<file path="src/rtl/serial_wb_master.sv">
// -----------------------------------------------------------------------------
// serial_wb_master
//
// Byte-stream to Wishbone classic bridge. Command frames arrive one byte at a
// time from a UART receiver; each complete frame produces exactly one
// Wishbone single read or write. The frame's status byte, followed by four
// read-data bytes for reads, is returned over a valid/ready byte stream.
//
// Frame formats (multi-byte fields big-endian, MSB first):
//   write : 0xA1, A3, A2, A1, A0, D3, D2, D1, D0
//   read  : 0xA2, A3, A2, A1, A0
// Status bytes: 0x55 = ack, 0xE1 = bus error, 0xE2 = timeout.
//
// Optional build macro:
//   WB_TIMEOUT_EN - when defined, a bus cycle with no ack/err is abandoned
//                   after TIMEOUT_CYCLES cycles with status 0xE2. When not
//                   defined, the bridge waits for ack/err indefinitely.
//
// Parameters:
//   ADDR_WIDTH     - Wishbone address width (zero-filled above bit 31,
//                    truncated below 32)
//   TIMEOUT_CYCLES - bus cycles allowed before abort (WB_TIMEOUT_EN only)
//
// Ports:
//   i_clk, i_rst_n          clock, asynchronous active-low reset
//   i_rx_data, i_rx_valid   received byte and its one-cycle strobe
//   o_tx_data, o_tx_valid   response byte stream
//   i_tx_ready              response byte accepted when valid & ready
//   wb_*                    Wishbone classic master interface
// -----------------------------------------------------------------------------
module serial_wb_master #(
   parameter int ADDR_WIDTH     = 32,
   parameter int TIMEOUT_CYCLES = 1024
) (
   input  logic                  i_clk,
   input  logic                  i_rst_n,
   input  logic [7:0]            i_rx_data,
   input  logic                  i_rx_valid,
   output logic [7:0]            o_tx_data,
   output logic                  o_tx_valid,
   input  logic                  i_tx_ready,
   output logic [ADDR_WIDTH-1:0] wb_adr_o,
   output logic [31:0]           wb_dat_o,
   input  logic [31:0]           wb_dat_i,
   output logic                  wb_we_o,
   output logic [3:0]            wb_sel_o,
   output logic                  wb_stb_o,
   output logic                  wb_cyc_o,
   input  logic                  wb_ack_i,
   input  logic                  wb_err_i
);

   typedef enum logic [2:0] {
      S_IDLE = 3'd0,
      S_ADDR = 3'd1,
      S_DATA = 3'd2,
      S_BUS  = 3'd3,
      S_RESP = 3'd4
   } state_t;

   localparam logic [7:0] CMD_WR = 8'hA1;
   localparam logic [7:0] CMD_RD = 8'hA2;
   localparam logic [7:0] ST_ACK = 8'h55;
   localparam logic [7:0] ST_ERR = 8'hE1;
   localparam logic [7:0] ST_TMO = 8'hE2;

   if (ADDR_WIDTH < 1 || TIMEOUT_CYCLES < 1) begin : g_param_check
      $error("serial_wb_master: ADDR_WIDTH and TIMEOUT_CYCLES must be >= 1");
   end

   state_t      state;
   state_t      state_nxt;

   // Shared byte counter: field byte index in ADDR/DATA, response byte
   // index in RESP. Cleared whenever a phase completes.
   logic [2:0]  cnt;
   logic        wr_flag;
   logic [31:0] addr_sr;
   logic [31:0] data_sr;
   logic [31:0] rdata;
   logic [7:0]  status;

   logic        is_cmd;
   logic        last_field_byte;
   logic        resp_last;
   logic        tmo_hit;

   assign is_cmd          = (i_rx_data == CMD_WR) || (i_rx_data == CMD_RD);
   assign last_field_byte = i_rx_valid && (cnt == 3'd3);
   // Writes answer with the status byte only; reads add four data bytes.
   assign resp_last       = wr_flag ? (cnt == 3'd0) : (cnt == 3'd4);

`ifdef WB_TIMEOUT_EN
   localparam int TMO_W = (TIMEOUT_CYCLES > 1) ? $clog2(TIMEOUT_CYCLES) : 1;
   localparam logic [TMO_W-1:0] TMO_LAST = TMO_W'(TIMEOUT_CYCLES - 1);

   logic [TMO_W-1:0] tmo_cnt;

   // Counts BUS cycles; held at zero in every other state so it is already
   // clear on entry to BUS. It never needs to pass TMO_LAST because BUS is
   // left on that cycle.
   always_ff @(posedge i_clk or negedge i_rst_n) begin
      if (!i_rst_n) begin
         tmo_cnt <= '0;
      end else if (state != S_BUS) begin
         tmo_cnt <= '0;
      end else begin
         tmo_cnt <= tmo_cnt + TMO_W'(1);
      end
   end

   assign tmo_hit = (tmo_cnt == TMO_LAST);
`else
   assign tmo_hit = 1'b0;
`endif

   // State register
   always_ff @(posedge i_clk or negedge i_rst_n) begin
      if (!i_rst_n) begin
         state <= S_IDLE;
      end else begin
         state <= state_nxt;
      end
   end

   // Next-state logic
   always_comb begin
      state_nxt = state;
      case (state)
         S_IDLE: if (i_rx_valid && is_cmd)  state_nxt = S_ADDR;
         S_ADDR: if (last_field_byte)       state_nxt = wr_flag ? S_DATA : S_BUS;
         S_DATA: if (last_field_byte)       state_nxt = S_BUS;
         S_BUS:  if (wb_ack_i || wb_err_i || tmo_hit) state_nxt = S_RESP;
         S_RESP: if (i_tx_ready && resp_last) state_nxt = S_IDLE;
         default: state_nxt = S_IDLE;
      endcase
   end

   // Frame capture, bus result capture and response sequencing.
   // Bytes arriving in BUS or RESP fall through without effect.
   always_ff @(posedge i_clk or negedge i_rst_n) begin
      if (!i_rst_n) begin
         cnt     <= 3'd0;
         wr_flag <= 1'b0;
         addr_sr <= 32'h0;
         data_sr <= 32'h0;
         rdata   <= 32'h0;
         status  <= 8'h00;
      end else begin
         case (state)
            S_IDLE: begin
               if (i_rx_valid && is_cmd) begin
                  wr_flag <= (i_rx_data == CMD_WR);
                  cnt     <= 3'd0;
               end
            end
            S_ADDR: begin
               if (i_rx_valid) begin
                  addr_sr <= {addr_sr[23:0], i_rx_data};
                  cnt     <= (cnt == 3'd3) ? 3'd0 : cnt + 3'd1;
               end
            end
            S_DATA: begin
               if (i_rx_valid) begin
                  data_sr <= {data_sr[23:0], i_rx_data};
                  cnt     <= (cnt == 3'd3) ? 3'd0 : cnt + 3'd1;
               end
            end
            S_BUS: begin
               cnt <= 3'd0;
               // err takes priority over ack; a real response in the final
               // timeout cycle takes priority over the timeout.
               if (wb_err_i) begin
                  status <= ST_ERR;
                  rdata  <= 32'h0;
               end else if (wb_ack_i) begin
                  status <= ST_ACK;
                  rdata  <= wr_flag ? 32'h0 : wb_dat_i;
               end else if (tmo_hit) begin
                  status <= ST_TMO;
                  rdata  <= 32'h0;
               end
            end
            S_RESP: begin
               if (i_tx_ready) begin
                  cnt <= resp_last ? 3'd0 : cnt + 3'd1;
               end
            end
            default: begin
               cnt <= 3'd0;
            end
         endcase
      end
   end

   // Output decode. Bus and stream strobes are pure functions of the state,
   // so an asynchronous reset drops them immediately.
   always_comb begin
      wb_cyc_o   = (state == S_BUS);
      wb_stb_o   = (state == S_BUS);
      wb_we_o    = (state == S_BUS) && wr_flag;
      o_tx_valid = (state == S_RESP);
      o_tx_data  = 8'h00;
      if (state == S_RESP) begin
         case (cnt)
            3'd0:    o_tx_data = status;
            3'd1:    o_tx_data = rdata[31:24];
            3'd2:    o_tx_data = rdata[23:16];
            3'd3:    o_tx_data = rdata[15:8];
            3'd4:    o_tx_data = rdata[7:0];
            default: o_tx_data = 8'h00;
         endcase
      end
   end

   // Address/data registers only change while a frame is being received,
   // so they are stable for the whole bus cycle.
   assign wb_adr_o = ADDR_WIDTH'(addr_sr);
   assign wb_dat_o = data_sr;
   assign wb_sel_o = 4'hF;

endmodule

</file>
<file path="config.mk">
export PLATFORM = sky130hd
export DESIGN_NAME = serial_wb_master
export DESIGN_NICKNAME = d
export VERILOG_FILES = /design/src/rtl/serial_wb_master.sv
export SDC_FILE = /design/constraint.sdc
export NUM_CORES = 1
export LEC_CHECK = 0
export CORE_ASPECT_RATIO = 0.5
export CORE_MARGIN = 4
export CORE_UTILIZATION = 30
export CTS_BUF_LIST = sky130_fd_sc_hd__clkbuf_8
export DETAILED_ROUTE_END_ITERATION = 16
export PLACE_DENSITY = 0.52
export RECOVER_POWER = 100
export SYNTH_ARGS = -nofsm -noshare
export SYNTH_HDL_FRONTEND = slang
export SYNTH_SLANG_ARGS = --single-unit
export TNS_END_PERCENT = 5
</file>
<file path="constraint.sdc">
create_clock -name i_clk -period 1.88 [get_ports i_clk]
set_input_delay 0.376 -clock i_clk [delete_from_list [all_inputs] [get_ports i_clk]]
set_output_delay 0.376 -clock i_clk [all_outputs]
set_load 0.02 [all_outputs]
</file>
# Word level (Yosys, flattened, before mapping)
# Index checks and enable logic that the tools add are counted.
# classes
add_sub_neg,1
mux,21
eq_ne,17
reduce_logical,16
# op_table
cell,n
2-to-1 mux 32 bit,3
case mux 8 bit (5 select lines),1
2-to-1 mux 3 bit,10
2-to-1 mux 8 bit,3
equality test 8 bit (second input constant),2
case mux 3 bit (5 select lines),1
equality test 3 x 2 -> 1 bit (second input constant),4
case mux 3 bit (3 select lines),1
inequality test 2 x 1 -> 1 bit (second input constant),4
AND reduction 2 bit,4
equality test 3 x 1 -> 1 bit (second input constant),2
equality test 3 bit (second input constant),2
logical NOT 3 bit,2
inequality test 2 bit (second input constant),3
AND reduction 5 bit,1
logical AND 1 bit,4
adder 3 x 1 -> 3 bit (second input constant),1
AND reduction 3 bit,1
logical OR 1 bit,2
2-to-1 mux 1 bit,2
nonzero test 2 bit,1
OR reduction 2 bit,1
# word_totals
wordCells,62
output_inout_bits,80
input_bits,46
regBits,111

# Longest topological paths before layout
# Gate-level depths: netlist of run 1.
# depth
ltp_word,5
ltp_mapped,7
mapped_depth_nobuf,5

# Least setup slack after synthesis of run 1
# No wires, ideal clock.
# synth_timing
kind,reg-to-output
from,reg cnt[1]
to,out o_tx_data[1]
stages_incl_launch_ff,7
arrival_time_ns,1.631
required_ns,1.504
n_path_buf,1
slack_ns,-0.127
cell_sequence,dfrtp_1 > inv_1 > ha_1 > nor2b_1 > clkbuf_1 > o41ai_2 > a21oi_1
# synth_via
elab_chain_cells,3
elab_cells_between_ends,7
cone_classes,eq/ne (4); mux (2); reduce/logical (1)
# synth_lines
item,line,text
start: declaration,76,logic [2:0] cnt;
start signal: assignment,160,cnt <= (cnt == 3'd3) ? 3'd0 : cnt + 3'd1;
start signal: assignment,166,cnt <= (cnt == 3'd3) ? 3'd0 : cnt + 3'd1;
start signal: assignment,186,cnt <= resp_last ? 3'd0 : cnt + 3'd1;
"equality test 3 bit, or another cell as far along",205,case (cnt)
case mux 8 bit (5 select lines) *,205,
2-to-1 mux 8 bit *,204,if (state == S_RESP) begin
end: declaration,39,"output logic [7:0] o_tx_data,"
# Every way passes the cells marked *; elsewhere a longest branch is shown, timed or not.

# Final worst setup path of run 1
# layout_timing
from,reg cnt[0]
to,out o_tx_data[5]
# Same word-level chain as after synthesis.

==> results.json, run 1 <==
{
  "fin_crit_ps": 2339,
  "critPathMaxFanout": 8,
  "remaining_drc_errors": 0,
  "netSwitchingFraction_pct": 34.38,
  "io_pins": 126,
  "ys_warn_count": 0,
  "setup_slack_ps": -458.6,
  "hold_path_class": "in2reg",
  "portBuffers": 121,
  "drt-pass1-iter-count": 4,
  "drtAntennaViolNets": 0,
  "wirelength_um": 11060,
  "path_cells": "ha_2, ha_4, o41ai_4, buf_6, a21oi_1, buf_4",
  "ys_types": 42,
  "holdWs_ps": 386.8,
  "mostFrequentLayoutCell": "clkdlybuf4s50_1",
  "gr-usage-all-layers_pct": 13.41,
  "drtIter0Drc": 134,
  "tns_ps": -3493,
  "rsz0062_at_grt": "true",
  "worst_ep_required_time_ps": 1500,
  "die_w_um": 181.1,
  "num_vias": 3165,
  "gr-total-overflow": 0,
  "synthArstFlopShare_pct": 100.0,
  "grt_pass1_wl_um": 18000,
  "hpwl_um": 7986,
  "switchingPower_w": 0.003030,
  "drt-vias-per-instance": 4.607,
  "rrSetupSlack_ps": 70,
  "num_rows": 31,
  "htree_levels": 3,
  "cts_buffers": 9,
  "place.gp.congestion": 0.7411,
  "clkTransAtPathRegs_ps": 100,
  "drive_gt1_share_pct": 34.15,
  "synth_seq_cells": 106,
  "critical-path-slowest-cell": "dfrtp_1",
  "yosysSeqAreaShare_pct": 58.99,
  "slew_violations": 0,
  "critPathMaxStageDelay_ps": 420,
  "syn2layout_area_growth_pct": 45.91,
  "mostFrequentLayoutCells": "clkdlybuf4s50_1, dfrtp_1, mux2_2",
  "synth_area_um2": 4497,
  "crit_path_start_kind": "register",
  "maxCapViolCount": 0,
  "cp-endpoint": "o_tx_data[5]",
  "initial_core_util_pct": 30.83,
  "combPwrFrac_pct": 45.5,
  "relSlewSlack_pct": 46.47,
  "worstSetupEndpointType": "output port",
  "ff2ff_path_depth": 7,
  "worstSetupPathType": "reg2out",
  "worst_pin_slew_ps": 803.0,
  "antenna_found_initial": 0,
  "synth_area_per_cell_um2": 13.84,
  "cts_buffer_depth": 2,
  "peakVddDrop_uv": 637.4,
  "clk_latency_ps": 370,
  "fin_crit_sh_pct": 124.4,
  "finClkSkew_ps": 10.17,
  "clkPwrFrac_pct": 16.5,
  "fp.dieH_um": 94.57,
  "setup.worst_path.start": "cnt[0]$_DFFE_PN0P_",
  "cts_sinks": 106,
  "fin_cells": 687,
  "status": "complete, but fails checks",
  "hold_viol_final": 0,
  "cts_tree": "yes",
  "max_freq_ghz": 0.4276,
  "cts-root-buf": "clkbuf_8",
  "pwr-share-seq_pct": 38.0,
  "r2r_start": "state[2]$_DFFE_PN0P_",
  "violations": "negative setup slack",
  "synth_edf_count": 0,
  "first_global_vias": 3349,
  "core_area_um2": 14580,
  "wire_per_inst_um": 16.10,
  "r2r_end": "rdata[22]$_DFFE_PN0P_",
  "dieArea_um2": 17130,
  "arrival_ps": 1960,
  "dp_cells": 667,
  "powerDensity_nw_per_um2": 1343,
  "grt_max_degree": 33,
  "synth_top_flop_cell": "dfrtp_1",
  "setup_violations": 8,
  "leakage_nw": 2.918,
  "syn_inst": 325,
  "diodes": 0,
  "power.internal_w": 0.005782,
  "nNetsFinal": 537
}
## worst max-delay path: cells and delay by family (launching register included)
kind / cells / cell delay [ps]
buffers and inverters: 2 / 370
flip-flops: 1 / 420
AO/OA/AOI/OAI: 2 / 410
adder cells (fa/ha/maj): 2 / 400
## routing by layer
| metal | track usage (%) | vias up | part of all wire, % |
|---|---|---|---|
| met5 | 0 | - | 0 |
| met4 | 3.184 | 0 | 0.88 |
| met3 | 5.694 | 9 | 6.8 |
| met2 | 22.03 | 86 | 48 |
| met1 | 16.60 | 1570 | 44 |
| li1 | - | 1500 | - |
## Yosys cell counts, types with 2 or more instances
library cell  number  area [µm²]
dfrtp_1          106        2653
mux2_2            66       743.2
a22o_1            33       289.0
a22oi_1           12       90.09
inv_1             10       37.54
clkbuf_1           9       33.78
nand2_1            9       33.78
buf_2              7       35.03
o21ai_0            7       35.03
a21oi_1            6       30.03
ha_1               6       75.07
nor2_1             6       22.52
a31oi_1            5       31.28
buf_4              5       37.54
a222oi_1           3       30.03
nor2b_1            3       18.77
nor3_1             3       15.01
buf_6              2       22.52
clkbuf_8           2       27.53
mux2i_1            2       20.02
xor2_1             2       17.52
## worst min-delay path by stage
stage | startpoint | endpoint | slack [ps] | depth (start not counted)
2_1_floorplan | i_rst_n | cnt[0]$_DFFE_PN0P_ | 80 | 0
3_3_place_gp | i_rst_n | rdata[25]$_DFFE_PN0P_ | 370 | 1
3_5_place_dp | i_rst_n | rdata[25]$_DFFE_PN0P_ | 370 | 1
4_1_cts | i_rst_n | rdata[5]$_DFFE_PN0P_ | 480 | 2
5_1_grt | i_rx_data[4] | wb_dat_o[4]$_DFFE_PN0P_ | 390 | 3
6_report | i_rx_data[4] | wb_dat_o[4]$_DFFE_PN0P_ | 390 | 3
## logic make-up (layout without fill, tap and decap cells)
kind of cell | after synthesis | after routing | share of synthesized area [%]
AOI/OAI and AO/OA | 71 | 71 | 12.38
xor gates and xnor gates | 3 | 3 | 0.5844
adders and majority gates | 6 | 6 | 1.669
buffers and inverters | 36 | 197 | 4.396
DFF | 106 | 106 | 58.99
muxes | 70 | 70 | 17.56
other | 1 | 4 | 0.08339
and+or+nand+nor | 32 | 32 | 4.341
## per-stage QoR
stage          utilization (%)  total power [W]  worst slack [ps]  cell area, µm²
6_report                 44.99         0.008811            -458.6            6561
5_1_grt                  44.99         0.009392            -595.0            6561
4_1_cts                  44.72         0.008911            -460.8            6521
3_5_place_dp             43.11         0.007319            -556.8            6287
3_3_place_gp             43.11         0.007305            -502.2            6287
2_1_floorplan                -         0.005281            -109.3            4544
## sequential cells by signal, summed over array words and instances (netlist names)
signal,count
wb_dat_o,32
rdata,32
wr_flag,1
wb_adr_o,32
status,3
cnt,3
state,3
## final cells by class
class	instances	area (µm²)
multi-input cells	186	1800
fillers	1387	8023
inverters	10	37.54
well taps	198	247.7
clock buffers	11	151.4
flip-flops and latches	106	2653
repair buffers	172	1622
clock inverters	4	50.05
## power by group through the flow
stage                     clock [W]  sequential (W)  combinational [W]
final                       0.00145         0.00335            0.00401
after global routing        0.00162         0.00347            0.00430
after CTS                   0.00153         0.00338            0.00400
after detailed placement          0         0.00342            0.00390
after global placement            0         0.00340            0.00390
after floorplan                   0         0.00390            0.00138
## repair_timing
action	in CTS	in global routing
setup endpoints to repair	12	14
hold buffers	1	0
pin swaps	3	7
hold endpoints to repair	29	0
buffers inserted	1	5
gates resized for setup	74	10
Power figures use the tool's default switching activity.
==> inputs of run 2 (changes only) <==
CELL_PAD_IN_SITES_DETAIL_PLACEMENT = 0   (was default)
CELL_PAD_IN_SITES_GLOBAL_PLACEMENT = 1   (was default)
PLACE_DENSITY = 0.64   (was 0.52)
==> results.json, run 2 (same netlist as run 1, synthesis figures left out) <==
{
  "remaining_drc_errors": 0,
  "violations": "negative setup slack",
  "core_area_um2": 14580,
  "hold_viol_final": 0,
  "num_vias": 3189,
  "fin_cells": 681,
  "leakage_nw": 2.882,
  "cts_buffer_depth": 2,
  "place_ws_ps": -578.4,
  "worstSetupEndpointType": "output port",
  "cts_tree": "yes",
  "fin_crit_sh_pct": 123.6,
  "wirelength_um": 11330,
  "initial_core_util_pct": 30.83,
  "drtAntennaViolNets": 0,
  "cts_sinks": 106,
  "die_w_um": 181.1,
  "slew_violations": 0,
  "drt-pass1-iter-count": 6,
  "place.gp.congestion": 0.7672,
  "holdWs_ps": 512.8,
  "rrSetupSlack_ps": -30,
  "tns_ps": -3754,
  "worst_ep_required_time_ps": 1500,
  "num_rows": 31,
  "max_freq_ghz": 0.4304,
  "drive_gt1_share_pct": 33.95,
  "holdPathStages": 1,
  "setup_slack_ps": -443.5,
  "antenna_found_initial": 0,
  "fillers": 1388,
  "finClkSkew_ps": 11.48,
  "hold_path_class": "reg2reg",
  "powerDensity_nw_per_um2": 1361,
  "drt-vias-per-instance": 4.683,
  "fin_crit_ps": 2323,
  "wire_per_inst_um": 16.64,
  "gr-total-overflow": 0,
  "grt_pass1_wl_um": 18350,
  "worstSetupPathType": "reg2out",
  "portBuffers": 121,
  "cts_buffers": 9,
  "regArea_um2": 2655,
  "gr-usage-all-layers_pct": 13.50,
  "status": "complete, but fails checks",
  "worst_pin_slew_ps": 756.9,
  "nNetsFinal": 531,
  "htree_levels": 3,
  "fp.dieH_um": 94.57,
  "dieArea_um2": 17130,
  "critPathMaxFanout": 7,
  "rsz0062_at_grt": "true",
  "first_global_vias": 3399,
  "drtIter0Drc": 161,
  "setup_violations": 34,
  "peakVddDrop_uv": 725.3,
  "cts-root-buf": "clkbuf_8",
  "grt_max_degree": 36,
  "dp_cells": 661,
  "mostFrequentLayoutCell": "clkdlybuf4s50_1",
  "hpwl_um": 8118,
  "ff2ff_path_depth": 6,
  "io_pins": 126,
  "arrival_ps": 1950,
  "syn2layout_area_growth_pct": 45.83,
  "final_core_util_pct": 44.96,
  "maxCapViolCount": 0,
  "crit_path_start_kind": "register",
  "multi_input_area_um2": 1799,
  "mostFrequentLayoutCells": "clkdlybuf4s50_1, dfrtp_1, mux2_2",
  "clkTransAtPathRegs_ps": 90,
  "clk_latency_ps": 370,
  "relSlewSlack_pct": 49.00,
  "diodes": 0
}
-- run 2: cell count changes in the layout (fill, tap and decap cells not counted), sizes merged --
cell,change
buf,-7
bufinv,+1
clkbuf,+1
clkdlybuf4s50,+1
clkinv,+1
clkinvlp,-1
dlymetal6s2s,-1
inv,-1
-- run 2: power by group --
group / total [W] / internal (W) / switching [W]
sequential: 0.00337 / 0.00291 / 0.000455
clock: 0.00158 / 0.000819 / 0.000761
combinational: 0.00397 / 0.00215 / 0.00183
-- run 2: stage by stage --
stage               area [µm²]  total power (W)
CTS                       6460         0.008971
global placement          6242         0.007286
detailed placement        6242         0.007326
finish                    6558         0.008922
global route              6558         0.009494
floorplan                 4544         0.005281
-- run 2: repair_timing --
item                                   in CTS  in global routing
setup endpoints to repair                  12                 15
endpoints found under the hold margin      24                  0
hold buffers                                1                  0
pin swaps                                   6                  6
buffers inserted                            2                  4
gates resized for setup                    60                 29
-- run 2: final timing paths --
| check | from | endpoint |
|---|---|---|
| min reg2reg | wb_dat_o[28]$_DFFE_PN0P_ | wb_dat_o[28]$_DFFE_PN0P_ |
| min | wb_dat_o[28]$_DFFE_PN0P_ | wb_dat_o[28]$_DFFE_PN0P_ |
| min in group asynchronous | i_rst_n | rdata[31]$_DFFE_PN0P_ |
| max | cnt[0]$_DFFE_PN0P_ | o_tx_data[0] |
| max in group asynchronous | i_rst_n | wb_dat_o[21]$_DFFE_PN0P_ |
| max reg2reg | state[2]$_DFFE_PN0P_ | rdata[26]$_DFFE_PN0P_ |
-- run 2: layout make-up --
class,instances,area share [%]
sequential,106,40.49
multi-input combinational,186,27.44
timing repair buffer,166,24.29
tap,198,3.778
clock buffer,11,2.309
clock inverter,4,1.126
inverter,10,0.5724
-- run 2: worst max-delay path, stage by stage, from the launching register on --
cell,delay (ps)
dfrtp_2,450
ha_4,180
ha_4,170
o41ai_4,360
buf_6,200
a31oi_2,40
buf_4,170
-- run 2: per-layer routing --
layer | part of all wire (%) | up-vias | routed length (µm) | global-route usage (%)
met5 | 0 | - | 0 | 0
met4 | 0.73 | 0 | 83 | 2.622
met3 | 5.9 | 9 | 670 | 5.156
met2 | 48 | 80 | 5420 | 22.43
met1 | 45 | 1607 | 5154 | 17.12
li1 | - | 1493 | - | -
==> inputs of run 3 (changes only) <==
CORE_UTILIZATION = 26   (was 30)
PLACE_DENSITY = 0.68   (was 0.64)
==> results.json, run 3 (same netlist as run 1, synthesis figures left out) <==
{
  "r2r_start": "state[0]$_DFFE_PN0P_",
  "worst_ep_required_time_ps": 1500,
  "hold_viol_final": 0,
  "remaining_drc_errors": 0,
  "cts_buffers": 9,
  "clk_latency_ps": 370,
  "violations": "negative setup slack",
  "hold_path_class": "reg2reg",
  "relSlewSlack_pct": 28.69,
  "diodes": 0,
  "core_area_um2": 16680,
  "slew_violations": 0,
  "final_core_util_pct": 39.78,
  "powerDensity_nw_per_um2": 1333,
  "cts_buffer_depth": 2,
  "power_w": 0.008844,
  "cts_sinks": 106,
  "drive_gt1_share_pct": 35.22,
  "setup_slack_ps": -468.1,
  "setup_violations": 11,
  "grt_max_degree": 44,
  "fin_crit_sh_pct": 124.9,
  "io_pins": 126,
  "peakVddDrop_uv": 649.7,
  "r2r_end": "rdata[13]$_DFFE_PN0P_",
  "leakage_nw": 2.920,
  "mostFrequentLayoutCell": "dfrtp_1",
  "dp_cells": 697,
  "critPathMaxFanout": 4,
  "worst_pin_slew_ps": 1070,
  "finClkSkew_ps": 4.708,
  "place.gp.congestion": 0.7638,
  "wire_per_inst_um": 16.21,
  "ff2ff_path_depth": 7,
  "initial_core_util_pct": 26.96,
  "worstSetupPathType": "reg2out",
  "grt_pass1_wl_um": 18850,
  "first_global_vias": 3488,
  "max_freq_ghz": 0.4259,
  "fin_cells": 721,
  "syn2layout_area_growth_pct": 47.55,
  "drtIter0Drc": 131,
  "num_rows": 33,
  "cts_tree": "yes",
  "nNetsFinal": 541,
  "htree_levels": 3,
  "drt-vias-per-instance": 4.490,
  "status": "complete, but fails checks",
  "setup.worst_path.start": "cnt[1]$_DFFE_PN0P_",
  "rsz0062_at_grt": "true",
  "crit_path_start_kind": "register",
  "drtAntennaViolNets": 0,
  "dieArea_um2": 19590,
  "rrSetupSlack_ps": 40,
  "gr-total-overflow": 0,
  "arrival_ps": 1970,
  "fp.dieH_um": 101.0,
  "design_area_um2": 6635,
  "gr-usage-all-layers_pct": 12.22,
  "drt-pass1-iter-count": 4,
  "regArea_um2": 2654,
  "hpwl_um": 8523,
  "clkTransAtPathRegs_ps": 90,
  "fin_crit_ps": 2348,
  "multi_input_area_um2": 1828,
  "worstSetupEndpointType": "output port",
  "wirelength_um": 11680,
  "portBuffers": 121,
  "dpl_cell_area_um2": 6331,
  "mostFrequentLayoutCells": "dfrtp_1, clkdlybuf4s50_1, mux2_2",
  "cts-root-buf": "clkbuf_8",
  "die_w_um": 194.0,
  "num_vias": 3237,
  "cp-endpoint": "o_tx_data[7]",
  "antenna_found_initial": 0,
  "maxCapViolCount": 0,
  "fillers": 1617
}
[run 3: cell count changes in the layout (fill, tap and decap cells not counted), moves of 2 or more]
cell             previous run  this run
buf_6                       9        12
buf_12                      4         1
clkbuf_4                    2         4
clkdlybuf4s50_1           108        97
buf_4                      38        43
inv_1                       8        10
a22oi_2                     0         3
clkbuf_1                    0         4
a22oi_1                    12         9
dlygate4sd3_1               1        10
[run 3: final cells by class]
cell class / instances / area share, %
Clock buffer: 10 / 2.074
Clock inverter: 6 / 0.8863
Inverter: 10 / 0.5657
Multi-Input combinational cell: 186 / 27.55
Sequential cell: 106 / 40.00
Tap cell: 227 / 4.281
Timing Repair Buffer: 176 / 24.65
[run 3: report_power, final]
| part | switching, W | internal, W | leakage, nW |
|---|---|---|---|
| Sequential | 0.000449 | 0.00291 | 1.39 |
| Combinational | 0.00191 | 0.00218 | 1.43 |
| Clock | 0.000754 | 0.000643 | 0.105 |
[run 3: critical path, stage by stage, from the launching register on]
cell	delay, ps
dfrtp_1	430
ha_2	230
ha_4	180
buf_8	120
buf_4	130
a22oi_1	200
a31oi_2	130
buf_4	180
[run 3: per-stage QoR]
stage	setup slack, ps	setup TNS, ps	hold slack [ps]
detailed placement	-611.6	-11280	425.4
floorplan	-109.3	-635.9	80.41
CTS	-510.9	-4092	504.0
global route	-631.2	-15040	526.0
finish	-468.1	-3741	507.4
global placement	-531.9	-11070	435.3
[run 3: timing repair]
action                                 CTS  global route
setup endpoints to repair               13            17
gates resized for setup                 86             9
pin swaps                                5             6
buffers inserted                         5             3
cloned                                   0             0
endpoints found under the hold margin    1             0
hold buffers                             1             0
[run 3: routing by layer]
metal  up-vias  global-route usage (%)  part of all wire [%]
met5         -                       0                     0
met4         0                   2.430                  0.46
met3         5                   5.342                   6.6
met2        72                   19.79                    48
met1      1650                   15.44                    45
li1       1510                       -                     -
[run 3: worst min-delay path by stage]
stage | to | from | cells after the start
detailed placement | rdata[16]$_DFFE_PN0P_ | i_rst_n | 1
finish | wb_dat_o[26]$_DFFE_PN0P_ | wb_dat_o[26]$_DFFE_PN0P_ | 1
floorplan | cnt[0]$_DFFE_PN0P_ | i_rst_n | 0
global placement | rdata[16]$_DFFE_PN0P_ | i_rst_n | 1
global route | rdata[11]$_DFFE_PN0P_ | rdata[11]$_DFFE_PN0P_ | 1
CTS | status[4]$_DFFE_PN0P_ | status[4]$_DFFE_PN0P_ | 2
